File: src/rtl/alu_arbiter.sv
// -----------------------------------------------------------------------------
// alu_arbiter
//
// Shares one external, purely combinational yAlu between two requesters.
// A registered round-robin arbiter picks a winner in IDLE, latches that
// requester's operands, drives the ALU for one cycle (EXEC), captures the
// result into response registers and presents it (RESP) until the consumer
// accepts it. Only one transaction is ever in flight.
//
// Configuration macro:
//   ALU_ARB_FIXED_PRIO_EN  defined   -> requester 0 always wins a tie
//                          undefined -> round-robin on ties (default)
//
// Ports:
//   clk, rst              clock, synchronous active-high reset
//   req0/req1             requester wants an ALU op
//   a0,b0,op0 / a1,b1,op1 requester operands and op code (stable while req)
//   gnt0/gnt1             one-cycle pulse during EXEC: request accepted
//   alu_a, alu_b, alu_op  to yAlu
//   alu_z, alu_ex         from yAlu (result, zero flag)
//   rsp_valid/rsp_ready   response handshake
//   rsp_id                requester owning the response
//   rsp_z, rsp_ex, rsp_err result, zero flag, unsupported-op flag
//   dbg_state_o           current FSM state, for observation only
//
// Handshake: a response transfers on a rising edge where rsp_valid and
// rsp_ready are both 1. rsp_valid never drops and rsp_id/rsp_z/rsp_ex/rsp_err
// never change while rsp_valid is 1 and rsp_ready is 0.
// -----------------------------------------------------------------------------
module alu_arbiter #(
    parameter int W = 32
) (
    input  logic         clk,
    input  logic         rst,
    input  logic         req0,
    input  logic         req1,
    input  logic [W-1:0] a0,
    input  logic [W-1:0] b0,
    input  logic [2:0]   op0,
    input  logic [W-1:0] a1,
    input  logic [W-1:0] b1,
    input  logic [2:0]   op1,
    output logic         gnt0,
    output logic         gnt1,
    output logic [W-1:0] alu_a,
    output logic [W-1:0] alu_b,
    output logic [2:0]   alu_op,
    input  logic [W-1:0] alu_z,
    input  logic         alu_ex,
    output logic         rsp_valid,
    output logic         rsp_id,
    output logic [W-1:0] rsp_z,
    output logic         rsp_ex,
    output logic         rsp_err,
    input  logic         rsp_ready,
    output logic [1:0]   dbg_state_o
);

    typedef enum logic [1:0] {
        S_IDLE = 2'd0,
        S_EXEC = 2'd1,
        S_RESP = 2'd2
    } state_e;

    state_e       state_q, state_d;
    logic         last_id_q, last_id_d;
    logic         id_q, id_d;
    logic [W-1:0] a_q, a_d;
    logic [W-1:0] b_q, b_d;
    logic [2:0]   op_q, op_d;
    logic         rsp_id_q, rsp_id_d;
    logic [W-1:0] rsp_z_q, rsp_z_d;
    logic         rsp_ex_q, rsp_ex_d;
    logic         rsp_err_q, rsp_err_d;

    logic         win;
    logic         op_ok;

    // Winner among the currently raised requests (meaningful only when at
    // least one request is high).
    always_comb begin
        win = 1'b0;
`ifdef ALU_ARB_FIXED_PRIO_EN
        win = ~req0;
`else
        // On a tie the requester not granted most recently wins.
        if (req0 && req1) begin
            win = ~last_id_q;
        end else begin
            win = req1;
        end
`endif
    end

    // Op codes the ALU defines a result for.
    always_comb begin
        op_ok = 1'b0;
        case (op_q)
            3'b000, 3'b001, 3'b010, 3'b110, 3'b111: op_ok = 1'b1;
            default:                                 op_ok = 1'b0;
        endcase
    end

    always_comb begin
        state_d   = state_q;
        last_id_d = last_id_q;
        id_d      = id_q;
        a_d       = a_q;
        b_d       = b_q;
        op_d      = op_q;
        rsp_id_d  = rsp_id_q;
        rsp_z_d   = rsp_z_q;
        rsp_ex_d  = rsp_ex_q;
        rsp_err_d = rsp_err_q;

        case (state_q)
            S_IDLE: begin
                if (req0 || req1) begin
                    id_d      = win;
                    last_id_d = win;
                    a_d       = win ? a1  : a0;
                    b_d       = win ? b1  : b0;
                    op_d      = win ? op1 : op0;
                    state_d   = S_EXEC;
                end
            end
            S_EXEC: begin
                // Unsupported ops still go to the ALU, but its output is
                // replaced with a defined zero result.
                rsp_id_d  = id_q;
                rsp_z_d   = op_ok ? alu_z  : '0;
                rsp_ex_d  = op_ok ? alu_ex : 1'b1;
                rsp_err_d = ~op_ok;
                state_d   = S_RESP;
            end
            S_RESP: begin
                if (rsp_ready) begin
                    state_d = S_IDLE;
                end
            end
            default: begin
                state_d = S_IDLE;
            end
        endcase
    end

    always_ff @(posedge clk) begin
        if (rst) begin
            state_q   <= S_IDLE;
            last_id_q <= 1'b1;
            id_q      <= 1'b0;
            a_q       <= '0;
            b_q       <= '0;
            op_q      <= 3'b000;
            rsp_id_q  <= 1'b0;
            rsp_z_q   <= '0;
            rsp_ex_q  <= 1'b0;
            rsp_err_q <= 1'b0;
        end else begin
            state_q   <= state_d;
            last_id_q <= last_id_d;
            id_q      <= id_d;
            a_q       <= a_d;
            b_q       <= b_d;
            op_q      <= op_d;
            rsp_id_q  <= rsp_id_d;
            rsp_z_q   <= rsp_z_d;
            rsp_ex_q  <= rsp_ex_d;
            rsp_err_q <= rsp_err_d;
        end
    end

    // Grants are decoded from registered state, so they are glitch-free,
    // mutually exclusive and last exactly the one EXEC cycle.
    assign gnt0        = (state_q == S_EXEC) && !id_q;
    assign gnt1        = (state_q == S_EXEC) &&  id_q;
    assign alu_a       = a_q;
    assign alu_b       = b_q;
    assign alu_op      = op_q;
    assign rsp_valid   = (state_q == S_RESP);
    assign rsp_id      = rsp_id_q;
    assign rsp_z       = rsp_z_q;
    assign rsp_ex      = rsp_ex_q;
    assign rsp_err     = rsp_err_q;
    assign dbg_state_o = state_q;

endmodule

File: config.mk
export PLATFORM = sky130hd
export DESIGN_NAME = alu_arbiter
export DESIGN_NICKNAME = d
export VERILOG_FILES = /design/src/rtl/alu_arbiter.sv
export SDC_FILE = /design/constraint.sdc
export NUM_CORES = 1
export LEC_CHECK = 0
export BUFFER_PORTS_ARGS = -buffer_cell sky130_fd_sc_hd__buf_4
export CAP_MARGIN = 15
export CORE_AREA = 2 2 107 109
export DETAILED_ROUTE_END_ITERATION = 6
export DIE_AREA = 0 0 109 111
export PLACE_DENSITY = 0.87
export REMOVE_ABC_BUFFERS = 1
export SLEW_MARGIN = 40
export SYNTH_ARGS = -nofsm -noshare
export SYNTH_HDL_FRONTEND = slang
export SYNTH_SLANG_ARGS = --single-unit
File: constraint.sdc
create_clock -name clk -period 1.8 [get_ports clk]
set_input_delay 0.18 -clock clk [delete_from_list [all_inputs] [get_ports clk]]
set_output_delay 0.18 -clock clk [all_outputs]
set_load 0.01 [all_outputs]
==> metrics.cfg, run 1 <==
[synth]
synthCells = 489
synth_top_cell_by_area = dfxtp_1
synth_area_leaders = dfxtp_1 (49%), nand2_1 (12%), a311oi_1 (9.6%), a21oi_1 (8.0%), a311oi_2 (6.5%)
synth.top_cell.area_share_pct = 48.6
synth-seq-area-share_pct = 48.6
ys_seq_elements = 106
yosysUniqueCellTypes = 25
netlist_area_sq_um = 4370
syn_area_per_cell_sq_um = 8.93
yosysWarnings = 0

[floorplanning]
die_y_um = 111
top_level_ports = 279
die_w_um = 109
core_sq_um = 11100
rows = 39
start_util_pct = 39.4
die-area_sq_um = 12100

[timing]
relSlewSlack_pct = 50.4
finalCritPeriodShare_pct = 92.8
fin_setup_tns_ns = 0
rsz0062_at_grt = false
finalCriticalPeriod_ns = 1.67
max_slew.worst_pin.slew_ns = 0.742
slew_viol_final = 0
skew_ns = 0.00847
setup_violations = 0
hold_viol = 0
fmax_mhz = 598

[clock_network]
post-cts-setup-buffers = 0
clock-sinks = 106
numCtsBuffers = 9
hold_buffers = 0
clkLatencyLatePin_ns = 0.35
root_buffer = clkbuf_16
clk_pin_slew_ns = 0.07
cts_tree = yes
post_cts_resized = 0
clk_path_buf_depth = 2
htree_levels = 3

[placement]
dp_hpwl_um = 11000
gp_congestion = 0.780
placed_area_sq_um = 6580
port_buffers = 278

[final_layout]
final_area_sq_um = 6850
final_cell_mix = buf_4 (289), nand2_1 (138), dfxtp_1 (106)
fill_cells = 877
nets = 913
drive_gt1_share_pct = 44.9
final_common_cell = buf_4
syn2layout_area_growth_pct = 56.8
antenna_cells = 0

[hold_path]
hold_class = in2reg
whs_endpoint = rsp_z[28]
hold_depth = 2
hold_start = alu_z[28]

[power_and_ir_drop]
ir_drop_uv = 628
power_density_nw_per_um2 = 918
cellLeakagePower_nw = 3.15

[critical_path]
reg2reg_slack_ns = 0.30
worstRegToRegCells = 4
cp.arrival_ns = 1.49
cpMostUsedCell = buf_4
slowest_delay_ns = 0.43
required_ns = 1.62
regToRegStartpoint = dbg_state_o[1]
rr_endpoint = alu_a[14]
end_kind = primary output
slowest_stage = dfxtp_1
criticalPathCategory = reg2out
cp_cell_sequence = nor2b_1, buf_4, nand2_1, inv_1, buf_4
critPathLaunchType = register
path_max_fanout = 5

[routing]
wl_um = 15600
dr_total_vias = 4902
drt-initial-drc-count = 282
routed_wire_length_per_instance_um = 17.5
drc_errors = 0
dr.pass1.iters = 4
via_per_inst = 5.51
ant_nets = 0

[global_routing]
grt_first_pass_wirelength_um = 23900
grt_max_degree = 69
antenna_found_initial = 0
overflow = 0
grt_usage_pct = 24.9
grt_pass1_vias = 4943

[status]
outcome = finished clean

[run]
cap_violations = 0

flip-flops by register name, summed over array words and instances, names as in the netlist:
signal       count
alu_a           32
dbg_state_o      2
rsp_err          1
alu_b           32
alu_op           3
rsp_z           32
rsp_ex           1
last_id_q        1
rsp_id           1
id_q             1
cell usage after synthesis (all sizes together):
cell,number
and2,1
or2,1
a311oi,67
a21oi,70
a21boi,1
nor4,2
a21bo,2
buf,17
inv,1
nand2b,2
clkbuf,34
nor3,3
a22o,32
nand2,138
a221o,1
nor2b,5
and3b,1
dfxtp,106
nor2,5
logic make-up (layout without fill, tap and decap cells):
group	count (synthesis)	after routing	share of synthesized area (%)
compound gates	173	173	31.4
simple gates	158	158	14.5
flops	106	106	48.6
buf+inv	52	309	5.44
layout make-up:
cell class / count / area, sq um / area share [%]
repair buffers: 292 / 2230 / 32.5
flip-flops and latches: 106 / 2120 / 31.0
multi-input cells: 331 / 2050 / 29.9
clock buffers: 9 / 225 / 3.29
well taps: 143 / 179 / 2.61
clock inverters: 7 / 46.3 / 0.676
inverters: 1 / 3.75 / 0.0548
routing by layer:
layer | global-route usage, % | part of all wire (%) | wire length (um)
met1 | 25.8 | 35 | 5510
met2 | 44.8 | 50 | 7870
met3 | 7.94 | 11 | 1730
met4 | 11.3 | 3.1 | 478
met5 | 0 | 0 | 0
worst max-delay path, delay by kind of cell, from the launching register on:
kind / cells / cell delay (ns)
buffers and inverters: 3 / 0.35
flip-flops: 1 / 0.43
AND/OR/NAND/NOR: 2 / 0.36
stage by stage:
stage | cells | worst slack, ns | utilization [%] | total power [mW] | hold slack (ns)
6_report | 889 | 0.129 | 61.9 | 6.29 | 0.0331
3_5_place_dp | 873 | 0.258 | 59.4 | 4.50 | 0.394
5_1_grt | 889 | 0.0303 | 61.9 | 6.56 | 0.0355
3_3_place_gp | 873 | 0.0620 | 59.4 | 4.44 | 0.390
2_1_floorplan | 438 | -2.83 | - | 3.53 | 0.248
4_1_cts | 889 | 0.113 | 61.9 | 6.33 | 0.0260
power by group:
group | leakage (nW) | switching (mW) | internal [mW] | total [mW]
clock network | 0.127 | 0.900 | 0.933 | 1.83
registers | 0.875 | 0.159 | 2.60 | 2.76
logic | 2.14 | 0.837 | 0.860 | 1.70
worst max-delay path by stage:
stage	slack (ns)	depth (start not counted)	from	end
6_report	0.13	5	dbg_state_o[0]	gnt1
5_1_grt	0.03	5	dbg_state_o[0]	gnt1
4_1_cts	0.11	5	dbg_state_o[0]	gnt1
3_5_place_dp	0.26	5	req1	alu_a[14]
3_3_place_gp	0.06	3	dbg_state_o[0]	rsp_z[30]
2_1_floorplan	-2.83	3	dbg_state_o[1]	alu_a[0]
Power figures use the tool's default switching activity.
==> run 2, diff against run 1 <==
- GPL_TIMING_DRIVEN: unset -> 0
- PLACE_DENSITY: 0.87 -> 0.76
==> metrics.cfg, run 2 (synthesized netlist as in run 1, its figures left out) <==
[status]
outcome = finished clean

[power_and_ir_drop]
seqPwrFrac_pct = 42.1
p_sw_share_pct = 28.4
cellLeakagePower_nw = 3.24
p_sw_mw = 1.85
p_comb_share_pct = 27.1
report.power.total_mw = 6.53
clock_power_share_pct = 30.8
ir_drop_uv = 675
power_density_nw_per_um2 = 926
internal_power_mw = 4.68

[critical_path]
criticalPathCategory = reg2reg
required_ns = 2.00
critPathLaunchType = register
cp.arrival_ns = 1.91
regToRegStartpoint = dbg_state_o[1]
reg2reg_slack_ns = 0.09
end_kind = register
path_max_fanout = 35
cp-startpoint = dbg_state_o[1]

[floorplanning]
die_w_um = 109
core_sq_um = 11100
die-area_sq_um = 12100
top_level_ports = 279
rows = 39
die_y_um = 111
start_util_pct = 39.4

[timing]
finalCriticalPeriod_ns = 1.71
max_slew.worst_pin.slew_ns = 0.730
setup_violations = 0
rsz0062_at_grt = false
worst_slack_ns = 0.0883
slew_viol_final = 0
hold_viol = 0
fmax_mhz = 584
skew_ns = 0.00512
finalCritPeriodShare_pct = 95.1
fin_setup_tns_ns = 0
relSlewSlack_pct = 51.4

[global_routing]
grt_first_pass_wirelength_um = 22600
antenna_found_initial = 0
grt_pass1_vias = 4607
overflow = 0
grt_usage_pct = 23.3
grt_max_degree = 77

[routing]
routed_wire_length_per_instance_um = 16.4
dr.pass1.iters = 4
wl_um = 14600
drt-initial-drc-count = 304
via_per_inst = 5.30
drc_errors = 0
dr_total_vias = 4728
ant_nets = 0

[placement]
dp_hpwl_um = 10200
gp_congestion = 0.858
dpl_worst_slack_ns = -0.199
port_buffers = 278

[hold_path]
hold_class = in2reg
hold_start = alu_z[18]

[clock_network]
clk_pin_slew_ns = 0.07
clk_path_buf_depth = 2
root_buffer = clkbuf_16
clkLatencyLatePin_ns = 0.35
numCtsBuffers = 9
htree_levels = 3
cts_tree = yes
hold_buffers = 0
clock-sinks = 106

[final_layout]
syn2layout_area_growth_pct = 61.5
drive_gt1_share_pct = 45.1
multi_input_area_sq_um = 2060
final_cell_mix = buf_4 (280), nand2_1 (138), dfxtp_1 (106)
register_area_sq_um = 2120
final_common_cell = buf_4
fill_cells = 920
antenna_cells = 0
nets = 916

[run]
cap_violations = 0

## run 2: cell count changes in the layout (fill, tap and decap cells not counted), moves of 2 or more
cell	delta
buf_4	-9
buf_16	+4
buf_8	+3
and2_4	+2
buf_12	+2
buf_6	+2
clkbuf_8	+2
clkinvlp_4	-2
## run 2: metal layers
metal,up-vias,GRT usage [%],wire (um)
met3,28,5.70,1310
met5,-,0,0
met2,225,40.3,7210
met1,2184,26.9,5710
met4,0,10.0,371
li1,2291,-,-
## run 2: worst max-delay path, stage by stage (launching register included)
cell and delay, ns:
dfxtp_1 0.36, nor2_4 0.26, buf_16 0.20, buf_16 0.18, and2_4 0.19, buf_12 0.21
a311oi_1 0.12
## run 2: final cells by class
cell class / count / share of cell area [%]
clock buffer: 11 / 3.58
sequential: 106 / 30.1
multi-input combinational: 332 / 29.3
inverter: 1 / 0.0532
timing repair buffer: 294 / 33.7
tap: 143 / 2.54
clock inverter: 5 / 0.745
## run 2: timing repair
item	in CTS	in global routing
pin swaps	1	0
hold endpoints to repair	0	0
resized for setup	0	1
gates cloned	1	0
setup endpoints to repair	49	10
buffers inserted	4	0
## run 2: through the flow
step	instances	instance area [sq um]	hold WS, ns	utilization [%]
after global placement	859	6400	0.395	57.8
after floorplan	438	4140	0.248	-
after global routing	892	7050	0.0354	63.7
after detailed placement	870	6670	0.394	60.2
final	892	7050	0.0376	63.7
after CTS	891	7030	0.0257	63.5
## run 2: worst paths after layout
kind                     to  cells after the start
hold / removal    rsp_z[18]                      2
setup reg to reg   alu_b[4]                      6
hold reg to reg    rsp_z[7]                      1
setup / recovery   alu_b[4]                      6
## run 2: power by group through the flow
stage / clock [mW] / combinational (mW) / sequential [mW]
floorplan: 0 / 0.630 / 2.90
global placement: 0 / 1.62 / 2.78
detailed placement: 0 / 1.74 / 2.79
CTS: 2.06 / 1.77 / 2.75
global route: 2.14 / 1.91 / 2.78
finish: 2.01 / 1.77 / 2.75
